$ cat src/rtl/detector_scheduler.sv
// detector_scheduler: round-robin shares one serial Mealy detector between two word requesters
module detector_scheduler #(
   parameter int WIDTH = 8,
   parameter int CNTW  = 4
) (
   input  logic             clock,
   input  logic             reset,
   input  logic             req0,
   input  logic [WIDTH-1:0] data0,
   input  logic             req1,
   input  logic [WIDTH-1:0] data1,
   output logic             gnt0,
   output logic             gnt1,
   output logic             det_x,
   output logic             det_rst_n,
   input  logic             det_y,
   output logic             busy,
   output logic             done,
   output logic             done_id,
   output logic [CNTW-1:0]  hit_count
);
   localparam int BW = WIDTH > 1 ? $clog2(WIDTH) : 1;
   typedef enum logic [1:0] {IDLE, CLEAR, SHIFT, REPORT} state_t;
   state_t state, state_nx;
   logic [WIDTH-1:0] sr;
   logic [BW-1:0] bit_cnt;
   logic [CNTW-1:0] cnt, cnt_inc;
   logic last_grant, id, pick1;
   assign pick1 = req1 & (~req0 | ~last_grant);
   assign cnt_inc = (det_y && cnt != '1) ? cnt + CNTW'(1) : cnt;
   always_comb begin
      state_nx = state;
      gnt0 = 1'b0;
      gnt1 = 1'b0;
      case (state)
         IDLE: begin
            gnt1 = pick1;
            gnt0 = req0 & ~pick1;
            if (req0 | req1) state_nx = CLEAR;
         end
         CLEAR:  state_nx = SHIFT;
         SHIFT:  if (bit_cnt == '0) state_nx = REPORT;
         REPORT: state_nx = IDLE;
      endcase
      busy  = state != IDLE;
      done  = state == REPORT;
      det_x = state == SHIFT && sr[WIDTH-1];
   end
   always_ff @(posedge clock or posedge reset)
      if (reset) begin
         state      <= IDLE;
         last_grant <= 1'b1;
         id         <= 1'b0;
         sr         <= '0;
         bit_cnt    <= '0;
         cnt        <= '0;
         hit_count  <= '0;
         done_id    <= 1'b0;
         det_rst_n  <= 1'b0;
      end else begin
         state     <= state_nx;
         det_rst_n <= state_nx != CLEAR;
         case (state)
            IDLE: if (gnt0 | gnt1) begin
               sr         <= gnt1 ? data1 : data0;
               last_grant <= gnt1;
               id         <= gnt1;
            end
            CLEAR: begin
               cnt     <= '0;
               bit_cnt <= BW'(WIDTH - 1);
            end
            SHIFT: begin
               cnt     <= cnt_inc;
               sr      <= sr << 1;
               bit_cnt <= bit_cnt - BW'(1);
               if (bit_cnt == '0) begin
                  hit_count <= cnt_inc;
                  done_id   <= id;
               end
            end
            default: ;
         endcase
      end
endmodule

$ cat config.mk
export PLATFORM = sky130hd
export DESIGN_NAME = detector_scheduler
export DESIGN_NICKNAME = d
export VERILOG_FILES = /design/src/rtl/detector_scheduler.sv
export SDC_FILE = /design/constraint.sdc
export NUM_CORES = 1
export LEC_CHECK = 0
export CAP_MARGIN = 20
export CORE_ASPECT_RATIO = 1.1
export CORE_MARGIN = 10
export CORE_UTILIZATION = 43
export DETAILED_ROUTE_END_ITERATION = 12
export PLACE_DENSITY = 0.81
export SYNTH_ARGS = -nofsm -noshare
export SYNTH_HDL_FRONTEND = slang
export SYNTH_SLANG_ARGS = --single-unit
$ cat constraint.sdc
create_clock -name clock -period 1.8 [get_ports clock]
set_clock_uncertainty 0.15 [all_clocks]
set_input_delay 0.36 -clock clock [delete_from_list [all_inputs] [get_ports clock]]
set_output_delay 0.36 -clock clock [all_outputs]
set_load 0.03 [all_outputs]
[After elaboration in Yosys (flattened, before gate mapping)]
Index checks and enable logic that the tools add are counted.
Storage, ports and cells
  bits in registers: 25
  word-level logic and storage cells: 46
Operators by class
  mux-type cells: 11
  add/subtract/negate cells: 2
  reductions and logical operators: 10
  bitwise logic cells: 8
  equal/unequal tests: 6
Operator list (number)
  $mux 8: 2
  $pmux 8 s2: 1
  $pmux 2 s4: 1
  $pmux 4 s2: 1
  $pmux 3 s2: 1
  $reduce_and 2->1: 3
  $reduce_bool 2->1: 3
  $add 4x1->4 const B: 1
  $eq 2x2->1 const B: 2
  $mux 2: 2
  $mux 4: 1
  $ne 4x4->1 const B: 1
  $logic_not 3->1: 1
  $not 1->1: 3
  $or 1x1->1: 3
  $sub 3x1->3 const B: 1
  $and 1x1->1: 2
  $eq 2x1->1 const B: 1
  $logic_and 1x1->1: 2
  $logic_not 2->1: 1
  $mux 1: 2
  $ne 2x1->1 const B: 1
  $ne 2x2->1 const B: 1

[Depth between registers and ports, before layout]
Gate-level depths: netlist (run 1).
  depth in word-level cells: 9
  gate-level depth with buffers: 7
  gate-level depth less buffers: 6

[Worst setup path after synthesis (run 1)]
OpenSTA, ideal clock, no wires.
  path type: register to output
  start: register state[0]
  end: output port gnt0
  slack: -86 ps
  required time: 1290 ps
  cell stages (with the launch flop): 6
  arrival time: 1376 ps
  buffers on the path: 1
  cell sequence: dfrtp_1 inv_1 ha_1 buf_2 nand2_1 a21oi_1
On the way
  cells in the longest elaborated chain, start to end: 2
Ends and longest elaborated chain
  from (decl): RTL line 24  | state_t state, state_nx;
  from (signal assigned): RTL line 61  | state <= state_nx;
  $logic_not 2->1: RTL line 35  | case (state)
  $mux 1: RTL line 35
  to (decl): RTL line 12  | output logic gnt0,
Every way passes these cells.

[Final worst setup path (run 1)]
  start: register state[0]
  end: output port det_x
On the way
  cells in the longest elaborated chain, start to end: 2
Ends and longest elaborated chain
  $eq 2x2->1: RTL line 47  | det_x = state == SHIFT && sr[WIDTH-1];
  $logic_and 1x1->1: RTL line 47
  to (decl): RTL line 14  | output logic det_x,
Every way passes these cells.

==> results of run 1 <==
-- flip-flops by register name, summed over array words and instances, names as in the netlist --
register and flops:
sr 8, hit_count 4, last_grant 1, bit_cnt 3, cnt 4, id 1, done_id 1, det_rst_n 1
state 2
-- area by class of cell --
| cell class | count | area share, % |
|---|---|---|
| Clock buffer | 3 | 1.16 |
| Sequential cell | 25 | 32.2 |
| Tap cell | 33 | 2.12 |
| Timing Repair Buffer | 51 | 24.9 |
| Inverter | 9 | 1.74 |
| Clock inverter | 1 | 0.386 |
| Multi-Input combinational cell | 92 | 37.5 |
-- cell families after synthesis --
group	after synthesis
mux	9
simple gates	40
compound gates	36
buf+inv	15
xor+xnor	1
fa+ha+maj	6
flops	25
-- cell usage in the layout, fill, tap and decap left out, types with 2 or more instances in the layout --
master	netlist	routed
a21o_1	3	3
a21oi_1	11	7
a21oi_2	0	3
a31oi_1	3	3
and2_1	2	2
buf_4	0	14
buf_6	1	9
clkbuf_4	0	3
clkdlybuf4s50_1	0	20
dfrtp_1	24	24
dlygate4sd2_1	0	6
ha_1	6	4
ha_4	0	2
inv_1	9	6
inv_2	0	3
mux2i_1	8	8
nand2_1	17	14
nand2_4	0	2
nand2b_1	2	2
nand3_1	7	6
nand4_1	2	2
nor2_1	5	4
nor3_1	2	2
o211ai_1	4	4
o21ai_0	6	5
o22ai_4	0	2
-- routing by layer --
metal  vias to the layer above  share of wire, %  global-route usage (%)
met3                         8               5.3                    2.80
met2                        36                55                    22.2
li1                        559                 -                       -
met4                         0               2.0                    5.13
met5                         -                 0                       0
met1                       570                38                    12.3
-- path summary, 6_finish.rpt --
path | start | depth (start not counted) | slack, ps | end
setup / recovery | state[0]$_DFF_PP0_ | 5 | -120 | det_x
hold reg to reg | bit_cnt[0]$_DFFE_PP0P_ | 1 | 330 | bit_cnt[0]$_DFFE_PP0P_
max in group asynchronous | reset | 3 | 980 | last_grant$_DFFE_PP1P_
min in group clock | bit_cnt[0]$_DFFE_PP0P_ | 1 | 330 | bit_cnt[0]$_DFFE_PP0P_
hold / removal | reset | 3 | 210 | hit_count[3]$_DFFE_PP0P_
setup reg to reg | state[1]$_DFF_PP0_ | 6 | -40 | sr[2]$_DFFE_PP0P_
-- power groups by stage --
stage / logic, W / registers (W) / clock network [W]
2_1_floorplan: 0.000961 / 0.000938 / 0
3_3_place_gp: 0.00138 / 0.000904 / 0
3_5_place_dp: 0.00147 / 0.000927 / 0
4_1_cts: 0.00169 / 0.000911 / 0.000265
5_1_grt: 0.00220 / 0.000973 / 0.000286
6_report: 0.00205 / 0.000952 / 0.000260
-- stage by stage --
| step | utilization (%) | TNS, ps |
|---|---|---|
| 2_1_floorplan | - | 0 |
| 3_3_place_gp | 60.2 | -1250 |
| 3_5_place_dp | 60.2 | -1720 |
| 4_1_cts | 64.8 | -224 |
| 5_1_grt | 68.8 | -1120 |
| 6_report | 68.8 | -380 |
-- tightest hold or removal path, stage by stage --
cell and delay (ps):
clkdlybuf4s50_1 390, inv_1 50, buf_4 300
-- what timing repair did --
| item | 4_1_cts | 5_1_grt |
|---|---|---|
| buffers inserted | 6 | 4 |
| endpoints found under the setup margin | 19 | 11 |
| gates resized for setup | 25 | 22 |
| pin swaps | 1 | 10 |
==> flow_metrics.tcl, run 1 <==
set metrics [dict create \
    gr-total-overflow 0 \
    num_rows 20 \
    ff_latch_area_um2 627 \
    ys_ff_latch 25 \
    nets 209 \
    via_count 1173 \
    p_comb_share_pct 62.9 \
    finalMaxSlewViolations 0 \
    cts-root-buf "clkbuf_4" \
    cp_max_fo 2 \
    dpl_cell_area_um2 1700 \
    power_w 0.00327 \
    worst_skew_pair.late_latency_ps 320 \
    violations "negative setup slack" \
    cp-end-kind "primary output" \
    first_global_vias 1206 \
    antenna_found_initial 0 \
    synth_mux_area_share_pct 7.01 \
    synth_edf_count 0 \
    grtUsageTotal_pct 12.0 \
    switching_share_pct 43.4 \
    ys_seq_area_share_pct 48.1 \
    die_h_um 77.8 \
    worst_ep_arrival_time_ps 1410 \
    cts.sinks 25 \
    drt-wirelength-per-cell_um 17.3 \
    cts_made_buffers 3 \
    synthCells 132 \
    vias_per_cell 5.48 \
    area_delta_synth_final_pct 49.2 \
    synth_area_per_cell_um2 9.88 \
    synth_common_cells "24 x dfrtp_1, 17 x nand2_1, 11 x a21oi_1" \
    post-route-cell-area_um2 1950 \
    p_seq_share_pct 29.1 \
    place_inst 200 \
    antenna_left 0 \
    post-place-ws_ps -212 \
    ios 32 \
    ys.flop_type "dfrtp_1" \
    gp_congestion 0.847 \
    initial_core_util_pct 46.1 \
    crit_slowest_cell "dfrtp_1" \
    io_buffers 31 \
    switchingPower_w 0.00142 \
    vdd_drop_max_uv 1100 \
    synthArstFlopShare_pct 100 \
    synth_fa_ha_area_share_pct 5.76 \
    synth_area_leaders "dfrtp_1 46%, mux2i_1 6.1%, ha_1 5.8%" \
    yosys.area.top_type "dfrtp_1" \
    p_per_area_nw_per_um2 1680 \
    fin_cells 214 \
    yosysMostFrequentCell "dfrtp_1" \
    min_path_type "in -> async" \
    yosys_warnings 0 \
    finalCritPeriodShare_pct 107 \
    fin_ws_ps -118 \
    max_freq_mhz 521 \
    tightest_slew_ps 323 \
    cellLeakagePower_nw 0.925 \
    internal-power_w 0.00185 \
    fill_cells 209 \
    critical_path.top_delay_family "flip-flops" \
    drt_iter0_drc 58 \
    crit_buf_inv 3 \
    drc_errors 0 \
    die_area_um2 5640 \
    critPathMaxStageDelay_ps 430 \
    first_pass_iters 4 \
    drive_gt1_share_pct 29.3 \
    pwr-share-clk_pct 7.9 \
    crit_required_ps 1290 \
    synth_area_um2 1300 \
    synth.distinct_cells 31 \
    critical_path.startpoint_type "flip-flop" \
    synth_fp_nets 159 \
    n_antenna_cell 0 \
    synth_top_cell_area_share_pct 46.1 \
    cap_violations 0 \
    period_minus_slack_ps 1920 \
    synth_top_family_by_area "compound AO/OA/AOI/OAI gates" \
    fp.dieW_um 72.5 \
    synthSimpleGateAreaFrac_pct 14.9 \
    crit_type "reg -> out" \
    path_cells "inv_2 > buf_4 > ha_4 > and2_1 > buf_6" \
    coreArea_um2 2830 \
    htreeDepth 1 \
    synthXorXnorAreaFrac_pct 0.672 \
    rsz0062_at_grt "yes" \
    clk_pin_slew_ps 150 \
    finalSetupViolations 8 \
    ctsHoldBuffers 0 \
    clock_path_buffers 2 \
    place_hpwl_um 2570 \
    slew_headroom_pct 78.5 \
    multiInputGateArea_um2 729 \
    grt_start_max_net_pins 26 \
    run_status "complete, but fails checks" \
    hold_violations 0 \
    wl_um 3700 \
    grt_pass1_wl_um 5540 \
    cts_tree "built" \
    fin_hold_ws_ps 209 \
    synth_compound_area_share_pct 18.3 \
]
Power figures use the tool's default switching activity.
==> run 2, diff against run 1 <==
--- a/config.mk
+++ b/config.mk
@@ -9,6 +9,7 @@
 export CORE_ASPECT_RATIO = 1.1
 export CORE_MARGIN = 10
 export CORE_UTILIZATION = 43
+export CTS_CLUSTER_DIAMETER = 50
 export DETAILED_ROUTE_END_ITERATION = 12
 export PLACE_DENSITY = 0.81
 export SYNTH_ARGS = -nofsm -noshare
==> results of run 2 <==
The final DEF is identical to that of run 1; final timing and power are the same.
==> run 3, diff against run 2 <==
--- a/config.mk
+++ b/config.mk
@@ -9,7 +9,6 @@
 export CORE_ASPECT_RATIO = 1.1
 export CORE_MARGIN = 10
 export CORE_UTILIZATION = 43
-export CTS_CLUSTER_DIAMETER = 50
 export DETAILED_ROUTE_END_ITERATION = 12
 export PLACE_DENSITY = 0.81
 export SYNTH_ARGS = -nofsm -noshare
==> results of run 3 <==
The final DEF is identical to that of run 1; final timing and power are the same.
